`src/rtl/alu_pkg.sv`:
```
// Shared ALU definitions: op codes, FSM state encoding and op classification helper.
// Latency: n/a (package only).
// Backpressure: n/a (package only).
package alu_pkg;

    typedef enum logic [3:0] {
        OP_ADD = 4'b0000,
        OP_SUB = 4'b0001,
        OP_AND = 4'b0010,
        OP_OR  = 4'b0011,
        OP_XOR = 4'b0100,
        OP_SLL = 4'b0101,
        OP_SRL = 4'b0110,
        OP_SRA = 4'b0111,
        OP_SLT = 4'b1000
    } alu_op_e;

    typedef enum logic [1:0] {
        ST_IDLE  = 2'b00,
        ST_SHIFT = 2'b01,
        ST_DONE  = 2'b10
    } alu_state_e;

    localparam int SHAMT_W = 5;

    // Shifts are the only ops that may take more than one cycle.
    function automatic logic is_shift(input logic [3:0] op);
        return (op == OP_SLL) || (op == OP_SRL) || (op == OP_SRA);
    endfunction

endpackage

```
`src/rtl/alu_comb.sv`:
```
// Single-cycle ALU datapath: add/sub/logic/slt; shift ops pass A through (shift by zero).
// Latency: purely combinational.
// Backpressure: none; the owning FSM decides when the output is captured.
module alu_comb
    import alu_pkg::*;
#(
    parameter int XLEN = 32
) (
    input  logic [XLEN-1:0] a,
    input  logic [XLEN-1:0] b,
    input  logic [3:0]      op,
    output logic [XLEN-1:0] y
);

    // Op decode; undefined codes fall back to ADD, shifts return the unshifted operand.
    always_comb begin
        y = a + b;
        case (op)
            OP_SUB:  y = a - b;
            OP_AND:  y = a & b;
            OP_OR:   y = a | b;
            OP_XOR:  y = a ^ b;
            OP_SLL,
            OP_SRL,
            OP_SRA:  y = a;
            OP_SLT:  y = {{(XLEN-1){1'b0}}, ($signed(a) < $signed(b))};
            default: y = a + b;
        endcase
    end

endmodule

```
`src/rtl/alu_exec.sv`:
```
// ALU execute stage: single-cycle ops plus iterative 1-bit-per-cycle shifter with valid/ready handshakes.
// Latency: 1 cycle for non-shift ops and zero-amount shifts, N+1 cycles for a shift by N.
// Backpressure: result holds in DONE until out_ready; in_ready is high only in IDLE.
module alu_exec
    import alu_pkg::*;
#(
    parameter int XLEN = 32
) (
    input  logic            clk,
    input  logic            rst,
    input  logic            in_valid,
    output logic            in_ready,
    input  logic [XLEN-1:0] A,
    input  logic [XLEN-1:0] B,
    input  logic [3:0]      ALUcontrol,
    output logic            out_valid,
    input  logic            out_ready,
    output logic [XLEN-1:0] Result,
    output logic            Zero
);

    alu_state_e           state;
    logic [XLEN-1:0]      shreg;
    logic [SHAMT_W-1:0]   cnt;
    logic [3:0]           op_q;
    logic [XLEN-1:0]      comb_y;
    logic                 accept;
    logic [XLEN-1:0]      shreg_next;

    alu_comb #(.XLEN(XLEN)) u_comb (
        .a  (A),
        .b  (B),
        .op (ALUcontrol),
        .y  (comb_y)
    );

    assign accept = in_valid & in_ready;
    assign Zero   = (Result == '0);

    // One-bit shift step for the captured op; SRA replicates the sign bit.
    always_comb begin
        shreg_next = {shreg[XLEN-2:0], 1'b0};
        case (op_q)
            OP_SRL:  shreg_next = {1'b0, shreg[XLEN-1:1]};
            OP_SRA:  shreg_next = {shreg[XLEN-1], shreg[XLEN-1:1]};
            default: shreg_next = {shreg[XLEN-2:0], 1'b0};
        endcase
    end

    // Control FSM with registered handshake outputs; Result only changes when entering DONE.
    always_ff @(posedge clk or posedge rst) begin
        if (rst) begin
            state     <= ST_IDLE;
            Result    <= '0;
            out_valid <= 1'b0;
            in_ready  <= 1'b0;
            cnt       <= '0;
            shreg     <= '0;
            op_q      <= OP_ADD;
        end else begin
            case (state)
                ST_IDLE: begin
                    in_ready <= 1'b1;
                    if (accept) begin
                        op_q     <= ALUcontrol;
                        in_ready <= 1'b0;
                        if (is_shift(ALUcontrol) && (B[SHAMT_W-1:0] != '0)) begin
                            shreg <= A;
                            cnt   <= B[SHAMT_W-1:0];
                            state <= ST_SHIFT;
                        end else begin
                            Result    <= comb_y;
                            out_valid <= 1'b1;
                            state     <= ST_DONE;
                        end
                    end
                end
                ST_SHIFT: begin
                    shreg <= shreg_next;
                    cnt   <= cnt - 1'b1;
                    if (cnt == 1) begin
                        Result    <= shreg_next;
                        out_valid <= 1'b1;
                        state     <= ST_DONE;
                    end
                end
                ST_DONE: begin
                    if (out_ready) begin
                        out_valid <= 1'b0;
                        in_ready  <= 1'b1;
                        state     <= ST_IDLE;
                    end
                end
                default: begin
                    state     <= ST_IDLE;
                    out_valid <= 1'b0;
                    in_ready  <= 1'b0;
                end
            endcase
        end
    end

endmodule

```
`config.mk`:
```
export PLATFORM = sky130hd
export DESIGN_NAME = alu_exec
export DESIGN_NICKNAME = d
export VERILOG_FILES = /design/src/rtl/alu_pkg.sv /design/src/rtl/alu_comb.sv /design/src/rtl/alu_exec.sv
export SDC_FILE = /design/constraint.sdc
export NUM_CORES = 1
export LEC_CHECK = 0
export CAP_MARGIN = 10
export CELL_PAD_IN_SITES_DETAIL_PLACEMENT = 1
export CELL_PAD_IN_SITES_GLOBAL_PLACEMENT = 1
export CORE_MARGIN = 10
export CORE_UTILIZATION = 42
export DETAILED_ROUTE_END_ITERATION = 7
export GPL_TIMING_DRIVEN = 0
export HOLD_SLACK_MARGIN = 0.05
export PLACE_DENSITY = 0.86
export SKIP_CTS_REPAIR_TIMING = 1
export SYNTH_ARGS = -nofsm -noshare
export SYNTH_HDL_FRONTEND = slang
export SYNTH_SLANG_ARGS = --single-unit
```
`constraint.sdc`:
```
create_clock -name clk -period 3.85 [get_ports clk]
set_clock_uncertainty 0.2 [all_clocks]
set_input_delay 0.77 -clock clk [delete_from_list [all_inputs] [get_ports clk]]
set_output_delay 0.77 -clock clk [all_outputs]
set_load 0.005 [all_outputs]
```
==> results, run 1 <==
- The run finished, with violations left.
- The final reports fail on negative setup slack.
- Measured on the finished design, the core utilization comes to between 50% and 60%.
- The net count reported at finish is 1514.
- Setup repair after global routing could not meet its margin everywhere.
- At the worst endpoint, the required time is 3880 ps.
- In this run the number of H-tree levels came out at 3.
- The root cell of the clock tree is sky130_fd_sc_hd__clkbuf_16.
- The wire length after detailed routing is approximately 43000 um.
- The filler cells instantiated in the layout total 2586.
- After clock tree synthesis, the clock-pin slew on the worst setup and hold paths is approximately 60 ps.
- Counting the buffers created by CTS gives 9.
- The initial core utilization is 42.7%.
- The final critical path time including I/O delays and setup is 3940 ps.
- The depth of the worst register-to-register path is 7.
- After synthesis the netlist holds a flip-flop and latch count of between 70 and 80.
- The post-synthesis to final-layout area growth is 27.4%.
- The beginning of the worst hold path is op_q[2].
- The worst register-to-register path ends at Result[5].
- The max-slew headroom at the worst pin is a little under a quarter.
- Across all register-to-register paths, the minimum setup slack is between 200 and 300 ps.
- The total routing resource utilization after global routing is around 28%.
- Counting distinct cell types in the post-synthesis netlist gives 72.
- In the final layout, the share of cells above drive strength 1 is between 10% and 20%.
- The final cycle utilization of the critical path is 102%.
- The sort of element at the end of the critical path is a flip-flop.
- The critical path contains buffers and inverters numbering 2 combined.
- The mean area per synthesized cell is about 7.4 um^2.
- The kind of cell adding the most delay to the critical path is compound AO/OA/AOI/OAI gates.
- The count of endpoints failing setup in the final report is 5.
- The detailed router finished its first iteration with between 1000 and 1500 violations.
- Ranked by total cell area, the synthesized netlist is headed by sky130_fd_sc_hd__dfrtp_1, sky130_fd_sc_hd__ha_1, sky130_fd_sc_hd__nand2_1, sky130_fd_sc_hd__a21oi_1, sky130_fd_sc_hd__inv_1.
- The number of standard cells after synthesis is between 1000 and 1500.
- The last weighted congestion value of the routability-driven placer is 1.01.
- The count of cells in the finished layout, fillers not included, comes to ~1600.
- The first global-routing pass estimated roughly 63000 um of wire.
- In the synthesized netlist the dominant register cell turns out to be sky130_fd_sc_hd__dfrtp_1.
- In this run the horizontal extent of the chip is between 150 and 200 um.
- In this run the critical register-to-register path is launched from state[0].
- Total power for the finished layout comes to 5.82 mW.
- The first TritonRoute pass finished after 5 iterations.
- The number of nets with antenna violations after detailed routing is 0.
- Counting every net in the synthesized netlist gives about 1400.
- The number of max-slew violations in the final report is 0.
- Of all cell types, the one taking the most synthesized area is sky130_fd_sc_hd__dfrtp_1.
- The share of the Yosys chip area taken by registers is a little over a fifth.
- The total congestion overflow after global routing is 0.
- The maximum number of buffers from clock root to sink is 2.
- Measured along the y axis, the die boundary spans approximately 170 um.
- The clock latency reported for the late side of the worst-skew pair is ~340 ps.
- The sort of element at the start of the critical path is an input port.
- The top cell type by area accounts for 21.6% of the synthesized area.
- The leakage power total is 5.14 nW.
- The average wire per standard cell is between 20 and 30 um.
- The floorplan step defined a die boundary enclosing ~0.028 mm^2.
- The core region is about 0.021 mm^2.
- The floorplan has 53 rows.
- Summing every instance area after synthesis gives 0.00894 mm^2.
- The critical path start-end classification is in2reg.
- The CTS tree is done.
- The count of port buffers added during placement is between 100 and 150.
- The post-layout worst setup margin is -94.8 ps.
- The critical-path maximum fanout is 3.
- At the worst endpoint, the arrival time is 3970 ps.
- Walking the worst path, the cells encountered are clkdlybuf4s50_1, inv_1, ha_1, a21oi_2, o21ai_0, a211oi_2, and3_4, a2111oi_4, o311a_1, or2_1, o211a_1, a2111oi_2.
- Timing would allow up to around 250 MHz.
- The slowest stage cell on the critical path is sky130_fd_sc_hd__clkdlybuf4s50_1.
- The wire-length estimate of the detail-placed layout is between 30000 and 40000 um.
- The tightest hold path in the finished design has a slack of 309 ps.
- Entering global routing, the biggest net connects 64 pins.
- Yosys mapped a number of flops with a built-in enable equal to 0.
- The number of top-level design ports is about 110.
- The terminating pin of the worst hold path is op_q[2].
- The final-report hold violation count came to 0.
- Of all flip-flops after synthesis, the portion carrying an async set or reset was between 90% and 100%.
- Along the worst hold path, the cell count comes to 1.
- The number of synthesis warnings is 0.
- The total power per unit cell area is 511 mW/mm^2.
- The CTS sink count is 77.
- The number of placed instances, taps included, is ~1600.
- The classification of the worst-slack hold path is reg2reg.
- The slew of the pin with the lowest slew margin is about 1100 ps.
- Across the run, the number of max-cap violations was 0.
- The via total after detailed routing is about 11000.
- The number of global-route vias before repair is between 10000 and 15000.
- The largest stage delay on the critical path is between 400 and 500 ps.
- The initial antenna violation count is 1.
- The detail-routed via count per cell is between 6 and 7.
- The worst voltage drop across the vdd grid is 0.000307 V.
- After detailed routing, the number of remaining DRC violations is 0.
-- cells by family after synthesis --
| family | after synthesis | synth area share (%) |
|---|---|---|
| fa+ha+maj | 100 | 14.2 |
| mux | 17 | 1.97 |
| compound gates | 429 | 32.9 |
| buf+inv | 185 | 7.91 |
| flops | 77 | 21.6 |
| simple gates | 396 | 20.6 |
| xor+xnor | 9 | 0.882 |
-- power by group --
part | leakage (nW) | internal [mW] | total, mW | switching (mW)
sequential | 0.893 | 1.22 | 1.65 | 0.423
combinational | 4.09 | 1.30 | 3.24 | 1.94
clock | 0.152 | 0.582 | 0.935 | 0.353
-- sequential cells by signal (all words and copies together), names as in the netlist --
signal / cells
Result: 32
shreg: 32
cnt: 5
op_q: 4
state: 2
in_ready: 1
out_valid: 1
-- per-stage QoR --
step / instance area [um^2] / worst slack [ps] / setup TNS (ps)
after floorplan: 8940 / 321 / 0
after global placement: 10300 / -1170 / -67670
final: 11400 / -94.8 / -191
after detailed placement: 10400 / -1230 / -39300
after global routing: 11400 / -162 / -976
after CTS: 10700 / -907 / -20720
-- synthesized netlist by cell type (16+ instances only) --
library cell                 n
sky130_fd_sc_hd__nor2_1     85
sky130_fd_sc_hd__inv_1     102
sky130_fd_sc_hd__nand2_1   166
sky130_fd_sc_hd__nand3_1    17
sky130_fd_sc_hd__clkbuf_1   70
sky130_fd_sc_hd__o211ai_1   27
sky130_fd_sc_hd__o31ai_1    16
sky130_fd_sc_hd__o21ai_0    69
sky130_fd_sc_hd__a211oi_1   18
sky130_fd_sc_hd__a222oi_1   16
sky130_fd_sc_hd__dfrtp_1    77
sky130_fd_sc_hd__o221ai_1   16
sky130_fd_sc_hd__nor3_1     23
sky130_fd_sc_hd__ha_1       98
sky130_fd_sc_hd__a21oi_1   102
sky130_fd_sc_hd__a31oi_1    35
sky130_fd_sc_hd__and3_1     26
-- worst max-delay path by stage --
| stage | endpoint | slack, ps | start | cells after the start |
|---|---|---|---|---|
| floorplan | Result[31] | 320 | B[1] | 11 |
| global placement | Result[30] | -1170 | B[0] | 13 |
| detailed placement | Result[30] | -1230 | B[0] | 13 |
| CTS | Result[30] | -910 | B[0] | 13 |
| global route | Result[30] | -160 | B[13] | 12 |
| finish | Result[30] | -90 | B[13] | 12 |
-- final cells by class --
| cell class | instances | area [um^2] | share of cell area [%] |
|---|---|---|---|
| Antenna cell | 1 | 2.50 | 0.0220 |
| Clock buffer | 11 | 243 | 2.13 |
| Multi-Input combinational cell | 951 | 6830 | 60.0 |
| Clock inverter | 4 | 72.6 | 0.637 |
| Inverter | 102 | 385 | 3.38 |
| Buffer | 79 | 353 | 3.10 |
| Sequential cell | 77 | 1930 | 16.9 |
| Tap cell | 275 | 344 | 3.02 |
| Timing Repair Buffer | 122 | 1230 | 10.8 |
-- metal layers --
layer | GRT usage (%) | vias up | part of all wire [%]
li1 | - | 4699 | -
met1 | 35.7 | 5444 | 39
met2 | 45.4 | 702 | 45
met3 | 6.15 | 154 | 11
met4 | 12.3 | 0 | 4.8
met5 | 0 | - | 0
-- layout by cell type (no fill, tap or decap), types with 11 or more instances in the layout --
cell                              netlist  final
sky130_fd_sc_hd__inv_1                102     95
sky130_fd_sc_hd__a22oi_1               14     14
sky130_fd_sc_hd__buf_4                  0     18
sky130_fd_sc_hd__a21oi_1              102     90
sky130_fd_sc_hd__clkbuf_2               0     29
sky130_fd_sc_hd__clkbuf_1              70     44
sky130_fd_sc_hd__o21bai_1              11     11
sky130_fd_sc_hd__nor3_1                23     17
sky130_fd_sc_hd__mux2i_1               12     12
sky130_fd_sc_hd__o21ai_0               69     60
sky130_fd_sc_hd__dfrtp_1               77     77
sky130_fd_sc_hd__ha_1                  98     89
sky130_fd_sc_hd__nand3_1               17     17
sky130_fd_sc_hd__nor4_1                14     12
sky130_fd_sc_hd__o221ai_1              16     14
sky130_fd_sc_hd__o31ai_1               16     14
sky130_fd_sc_hd__dlymetal6s2s_1         0     26
sky130_fd_sc_hd__a222oi_1              16     16
sky130_fd_sc_hd__and3_1                26     25
sky130_fd_sc_hd__a211oi_1              18     11
sky130_fd_sc_hd__a31oi_1               35     35
sky130_fd_sc_hd__a21o_1                11     11
sky130_fd_sc_hd__o211ai_1              27     27
sky130_fd_sc_hd__nand2_1              166    166
sky130_fd_sc_hd__clkdlybuf4s50_1        0     72
sky130_fd_sc_hd__a21oi_2                0     11
sky130_fd_sc_hd__nor2_1                85     82
Power figures use the tool's default switching activity.
==> run 2, diff against run 1 <==
--- a/config.mk
+++ b/config.mk
@@ -9,11 +9,12 @@
 export CELL_PAD_IN_SITES_DETAIL_PLACEMENT = 1
 export CELL_PAD_IN_SITES_GLOBAL_PLACEMENT = 1
 export CORE_MARGIN = 10
-export CORE_UTILIZATION = 42
+export CORE_UTILIZATION = 30
 export DETAILED_ROUTE_END_ITERATION = 7
+export GPL_ROUTABILITY_DRIVEN = 0
 export GPL_TIMING_DRIVEN = 0
 export HOLD_SLACK_MARGIN = 0.05
-export PLACE_DENSITY = 0.86
+export PLACE_DENSITY = 0.66
 export SKIP_CTS_REPAIR_TIMING = 1
 export SYNTH_ARGS = -nofsm -noshare
 export SYNTH_HDL_FRONTEND = slang
==> run 2 against run 1 <==
  * The flow now finishes without violations
  * Sequential power is essentially flat
  * Worst hold slack gained 6.2 ps
  * Cell count grew 7.3%
  * Fmax grew 4.2%
  * Cell area grew 1.6%
  * Count of clock-buffer cells in the layout shrank 1
  * Non-clock buffer count grew 2
  * Global-route usage shrank 5.8 points
  * Sequential cell count is the same
  * Total power shrank 1.4%
  * Critical path depth grew 1
  * Sequential share of layout area shrank 0.26 points
  * Critical endpoint is now Result[16]
==> results, run 2 (same netlist as run 1, synthesis figures left out) <==
- Summing all flip-flop and latch instances after layout gives between 0.0015 and 0.002 mm^2.
- The flow ran to the end, and the final reports show no timing, DRC or antenna violations.
- After detailed routing, the number of vias per cell comes to 6.02.
- Of the total power, registers draw between 20 and 30%.
- The average wire per standard cell is approximately 25 um.
- The sum of net half-perimeters after detailed placement is around 34000 um.
- The total placed cells including tap cells is ~1700.
- The initial antenna violation count is 2.
- Summing all non-filler instances in the final layout gives an area of ~0.012 mm^2.
- The initialized floorplan defines 63 standard-cell rows.
- The critical-path maximum fanout is 10.
- The most common cell after layout, fill and taps aside is sky130_fd_sc_hd__nand2_1.
- The slowest stage cell on the critical path is sky130_fd_sc_hd__clkdlybuf4s50_1.
- Fill cells in the final layout number between 3000 and 4000.
- The post-synthesis to final-layout area growth is 29.4%.
- The total power per unit cell area is about 500 mW/mm^2.
- The worst pin sits at a relative slew slack of about 34%.
- In the finished design, the share of the clock period the worst path needs comes to around 100%.
- Once layout is complete, the cells apart from fillers number about 1700.
- For this design the top-level I/O count stands at approximately 110.
- Clock-pin slew was measured on the worst setup and hold paths at 60 ps.
- The detailed router finished its first iteration with about 1100 violations.
- The CTS tree is done.
- The tree is rooted in a sky130_fd_sc_hd__clkbuf_16.
- The max-cap check violation count is 0.
- The first global-routing pass estimated between 60000 and 70000 um of wire.
- The largest registers in the layout are Result (32), shreg (32), cnt (5).
- The number of global-route vias before repair is slightly above 10000.
- The net count reported at finish is ~1500.
- The final-report hold violation count is 0.
- The pin count of the biggest net entering global routing is 64.
- Of the cells placed in the final design, the portion with a size suffix greater than 1 is about 14%.
- The H-tree generated during clock tree synthesis spans 3 levels.
- Setup slack on the worst reg-to-reg path comes out at between 100 and 150 ps.
- The worst setup path is launched from an input port.
- The slew of the pin with the lowest slew margin is approximately 1000 ps.
- The number of buffers inserted during clock tree synthesis is 9.
- The die outline area is about 0.037 mm^2.
- The detailed router placed about 10000 vias in this run.
- The initial utilization of the core area, before any placement, comes to roughly 30%.
- Of the total power, the clock network draws 16.1%.
- The required time of the critical path is roughly 3900 ps.
- Traced cell by cell, the critical path runs through clkdlybuf4s50_1, inv_1, ha_1, buf_2, nor2_1, nand4b_1, a211oi_4, nor4_2, buf_4, o31ai_2, o22ai_1, a221oi_2, o31ai_1.
- In this run the worst hold path is classified as reg2reg.
- The number of max-slew violations in the final report was 0.
- The sort of element at the end of the critical path is a flip-flop.
- The share of total power in combinational logic is between 50% and 60%.
- For the worst flop-to-flop path, the logic depth is 6.
- Among cell families on the critical path, the largest total delay comes from compound AO/OA/AOI/OAI gates.
- In this run the cell area measured after placement is approximately 0.010 mm^2.
- Setup violations remaining at the end of the flow were counted as 0.
- Counting buffers and inverters, the worst setup path is 13 cells deep.
- The CTS sink count is 77.
- The switching power of the nets is approximately 2.6 mW.
- The combined buffer and inverter count along the critical path is 4.
- The internal power of the cells is about 3.1 mW.
- The total congestion overflow after global routing is 0.
- Timing would allow up to 264 MHz.
- The most critical setup path has its startpoint at B[8].
- The endpoint identified for the worst register-to-register timing path is Result[8].
- The leakage power total is 5.13 nW.
- STA puts the critical path data arrival time at ~3800 ps.
- Counting I/O delays and the setup requirement, the final critical path takes approximately 3800 ps.
- The clock passes through at most 2 buffers.
- By startpoint and endpoint, the worst setup path is classified as in2reg.
- The area of the core is 0.0295 mm^2.
- The count of TritonRoute iterations in the first routing pass is 5.
- The worst voltage drop across the vdd grid is 0.000239 V.
- For the worst-skew pair, the clock arrives at the later sink with an insertion delay of roughly 350 ps.
- The multi-input combinational cells in the finished layout cover a total of between 0.006 and 0.007 mm^2.
- For this run, the slowest stage of the critical path takes 480 ps.
- The floorplan step set the die width to between 150 and 200 um.
- The total routing resource utilization after global routing is 22.5%.
- The startpoint identified for the worst register-to-register timing path is state[0].
- Port buffering added roughly 100 buffers.
- The top cell types in the final layout, fill and taps aside, are sky130_fd_sc_hd__nand2_1, sky130_fd_sc_hd__inv_1, sky130_fd_sc_hd__a21oi_1, sky130_fd_sc_hd__ha_1, sky130_fd_sc_hd__nor2_1.
- After detailed routing, the total wire length is approximately 44000 um.
- Net switching is a little under half of the power.
- The count of nets left with antenna violations once routing finished came out at 0.
- For this run, design rule violations remaining after detail routing come to 0.
- Hold timing on the final database bottoms out at a slack of around 320 ps.
- The most critical setup path has its endpoint at Result[16].
- The die is a little under 200 um tall.
[run 2: power by group through the flow]
stage	Combinational [mW]	Clock (mW)	Sequential, mW
finish	3.18	0.923	1.63
global route	3.45	0.969	1.68
CTS	2.99	0.936	1.62
detailed placement	2.98	0	1.63
global placement	2.91	0	1.62
floorplan	1.72	0	1.50
[run 2: layout make-up]
| type | count | area share, % |
|---|---|---|
| diodes | 2 | 0.0433 |
| plain buffers | 79 | 3.07 |
| clock buffers | 10 | 2.07 |
| clock inverters | 5 | 0.649 |
| inverters | 102 | 3.33 |
| multi-input cells | 951 | 59.4 |
| flip-flops and latches | 77 | 16.7 |
| well taps | 390 | 4.22 |
| repair buffers | 124 | 10.6 |
[run 2: layer usage]
| metal | GRT usage [%] | share of wire [%] | vias up |
|---|---|---|---|
| li1 | - | - | 4707 |
| met1 | 30.0 | 44 | 5236 |
| met2 | 35.9 | 46 | 455 |
| met3 | 4.45 | 8.2 | 72 |
| met4 | 6.62 | 2.4 | 0 |
| met5 | 0 | 0 | - |
[run 2: metrics by stage]
stage	power, mW	util [%]	setup slack, ps	setup TNS (ps)
floorplan	3.22	-	321	0
global route	6.09	39.2	-83.7	-359
CTS	5.55	36.7	-975	-24610
detailed placement	4.60	35.6	-1320	-45910
global placement	4.53	35.5	-1290	-86800
finish	5.73	39.2	65.5	0
[run 2: worst min-delay path by stage]
stage,startpoint,endpoint,cells past startpoint
global route,op_q[1],op_q[1],1
global placement,op_q[2],op_q[2],1
finish,op_q[1],op_q[1],1
floorplan,op_q[1],op_q[1],1
CTS,op_q[1],op_q[1],1
detailed placement,op_q[1],op_q[1],1
==> run 3, diff against run 2 <==
--- a/config.mk
+++ b/config.mk
@@ -13,9 +13,7 @@
 export DETAILED_ROUTE_END_ITERATION = 7
 export GPL_ROUTABILITY_DRIVEN = 0
 export GPL_TIMING_DRIVEN = 0
-export HOLD_SLACK_MARGIN = 0.05
 export PLACE_DENSITY = 0.66
-export SKIP_CTS_REPAIR_TIMING = 1
 export SYNTH_ARGS = -nofsm -noshare
 export SYNTH_HDL_FRONTEND = slang
 export SYNTH_SLANG_ARGS = --single-unit
==> run 3 against run 2 <==
  * Cell count unchanged
  * Sequential cell count unchanged
  * Count of clock-buffer cells in the layout unchanged
==> results, run 3 (same netlist as run 1, synthesis figures left out) <==
- The run finished with clean final reports.
- Max-cap violations in this run came to 0.
- Hold timing on the final database bottoms out at a slack of approximately 320 ps.
- The CTS sink count is between 70 and 80.
- The minimum setup slack after placement is -1320 ps.
- The initial antenna violation count came to 0.
- The total of fill cells in the finished design is about 3600.
- The number of buffers inserted during clock tree synthesis is 9.
- The worst setup path is captured at a flip-flop.
- The sort of element at the start of the critical path is an input port.
- The final-report hold violation count is 0.
- The count of H-tree levels built during CTS is 3.
- The residual DRC count is 0.
- Row generation in the floorplan step produced between 60 and 70 rows.
- The number of hold buffers added after CTS was 0.
- The most common cell after layout, fill and taps aside is sky130_fd_sc_hd__nand2_1.
- The clock period could shrink to 3800 ps.
- The sum of net half-perimeters after detailed placement is between 30000 and 40000 um.
- Setup violations remaining at the end of the flow were counted as 0.
- In the final layout, the registers with the most flip-flops are Result (32), shreg (32), cnt (5).
- The total congestion overflow after global routing is 0.
- The count of TritonRoute iterations in the first routing pass is 6.
- The number of nets with antenna violations after detailed routing is 0.
- Entering global routing, the biggest net connects 64 pins.
- The post-synthesis to final-layout area growth is 28.3%.
- The die outline area is 0.0371 mm^2.
- The total routing resource utilization after global routing is about 23%.
- The final cycle utilization of the critical path is between 90 and 100%.
- The worst pin sits at a relative slew slack of 30.7%.
- For the worst-skew pair, the clock arrives at the later sink with an insertion delay of around 350 ps.
- The count of buffers added on input and output ports is approximately 100.
- The number of top-level design ports is ~110.
- The number of antenna diodes in the final layout is 0.
- The width of the die is between 150 and 200 um.
- The number of global-route vias before repair is about 10000.
- The peak-usage layer in the global routing report is met2.
- The root buffer cell chosen for the clock tree is sky130_fd_sc_hd__clkbuf_16.
- For this configuration, the core starts out at a cell density of between 30% and 40%.
- After detailed routing, the total wire length is roughly 43000 um.
- The finished cells cover about 0.011 mm^2.
- The maximum achievable frequency is 263 MHz.
- At the worst endpoint, the arrival time is around 3800 ps.
- The post-layout worst setup margin is 53.6 ps.
- Global routing consumed, on the met3 layer, 4.16% of the routing resources.
- The area of the core is around 0.03 mm^2.
- The post-layout utilization of the core is 38.9%.
- The first global-routing pass estimated between 60000 and 70000 um of wire.
- The via total after detailed routing is around 10000.
- The classification of the worst-slack hold path is reg2reg.
- The total power per unit cell area is roughly 500 mW/mm^2.
- In the final routed layout, each cell accounts on average for between 20 and 25 um.
- The met1 layer usage reported by global route is about 30%.
- The detail-routed via count per cell is between 5 and 6.
- Cells with a size suffix above 1 make up between 10 and 15% of the layout.
- The worst setup path is of the in2reg kind.
- In the layout the commonest cells are sky130_fd_sc_hd__nand2_1, sky130_fd_sc_hd__inv_1, sky130_fd_sc_hd__a21oi_1, sky130_fd_sc_hd__ha_1, sky130_fd_sc_hd__nor2_1.
- The die extent in y is about 190 um.
- The CTS tree is done.
- The net count reported at finish is approximately 1500.
- The global-route track usage on met2 is 36.2%.
- At the pin with the least slew margin, the transition time is between 1000 and 1500 ps.
- The cell area after placement is about 0.010 mm^2.
- The required time of the critical path is roughly 3900 ps.
- Setup repair after global routing could not meet its margin everywhere.
- The iteration-0 DRC count of the detailed router is between 900 and 1000.
- Summed over all cells, the static leakage comes to between 4 and 5 nW.
- The critical-path maximum fanout is 5.
- Clock-pin slew was measured on the worst setup and hold paths at around 60 ps.
- The clock passes through at most 2 buffers.
- The number of max-slew violations in the final report is 0.
- After layout, the design draws a total of roughly 5.7 mW.
- Across the VDD grid, the largest voltage drop is between 0.0002 and 0.00025 V.
run 3: final cells by class:
class | count | area, um^2 | share of cell area (%)
plain buffers | 78 | 353 | 3.08
clock buffers | 10 | 239 | 2.08
clock inverters | 5 | 75.1 | 0.655
well taps | 390 | 488 | 4.25
repair buffers | 127 | 1190 | 10.4
inverters | 102 | 385 | 3.36
flip-flops and latches | 77 | 1930 | 16.8
multi-input cells | 951 | 6810 | 59.4
run 3: what timing repair did:
action / in CTS / in global routing
setup buffers: 16 / 6
endpoints found under the setup margin: 60 / 38
pin swaps: 17 / 19
resized for setup: 139 / 93
run 3: metal layers:
metal,up-vias,share of wire (%)
li1,4708,-
met1,5230,44
met2,383,45
met3,84,7.4
met4,0,3.0
met5,-,0
run 3: where the power goes:
part,leakage [nW],switching (mW),internal [mW]
clock network,0.158,0.348,0.579
registers,0.893,0.404,1.22
logic,3.93,1.87,1.29
run 3: through the flow:
stage | std cells | setup TNS [ps]
3_5_place_dp | 1708 | -45910
2_1_floorplan | 1213 | 0
5_1_grt | 1740 | -218
6_report | 1740 | 0
4_1_cts | 1736 | 0
3_3_place_gp | 1707 | -86800
run 3: final timing paths:
| check | cells past startpoint | end | slack, ps | startpoint |
|---|---|---|---|---|
| worst max-delay path | 14 | Result[31] | 50 | A[10] |
| worst max register to register | 6 | Result[8] | 150 | state[0] |
| max in group asynchronous | 3 | shreg[31] | 2330 | rst |
| worst min-delay path | 1 | op_q[1] | 320 | op_q[1] |
| worst min register to register | 1 | op_q[1] | 320 | op_q[1] |
| min in group asynchronous | 2 | shreg[24] | 510 | rst |
run 3: worst max-delay path, cell delays in order:
cell                        delay, ps
sky130_fd_sc_hd__clkbuf_4         160
sky130_fd_sc_hd__inv_1             80
sky130_fd_sc_hd__ha_4             260
sky130_fd_sc_hd__or4_4            540
sky130_fd_sc_hd__or4b_4           540
sky130_fd_sc_hd__a31oi_4          250
sky130_fd_sc_hd__buf_6            140
sky130_fd_sc_hd__o31ai_4           90
sky130_fd_sc_hd__a211oi_2         360
sky130_fd_sc_hd__buf_4            180
sky130_fd_sc_hd__o31ai_2           70
sky130_fd_sc_hd__xnor2_1          140
sky130_fd_sc_hd__o21ai_1           70
sky130_fd_sc_hd__a2bb2oi_1        160
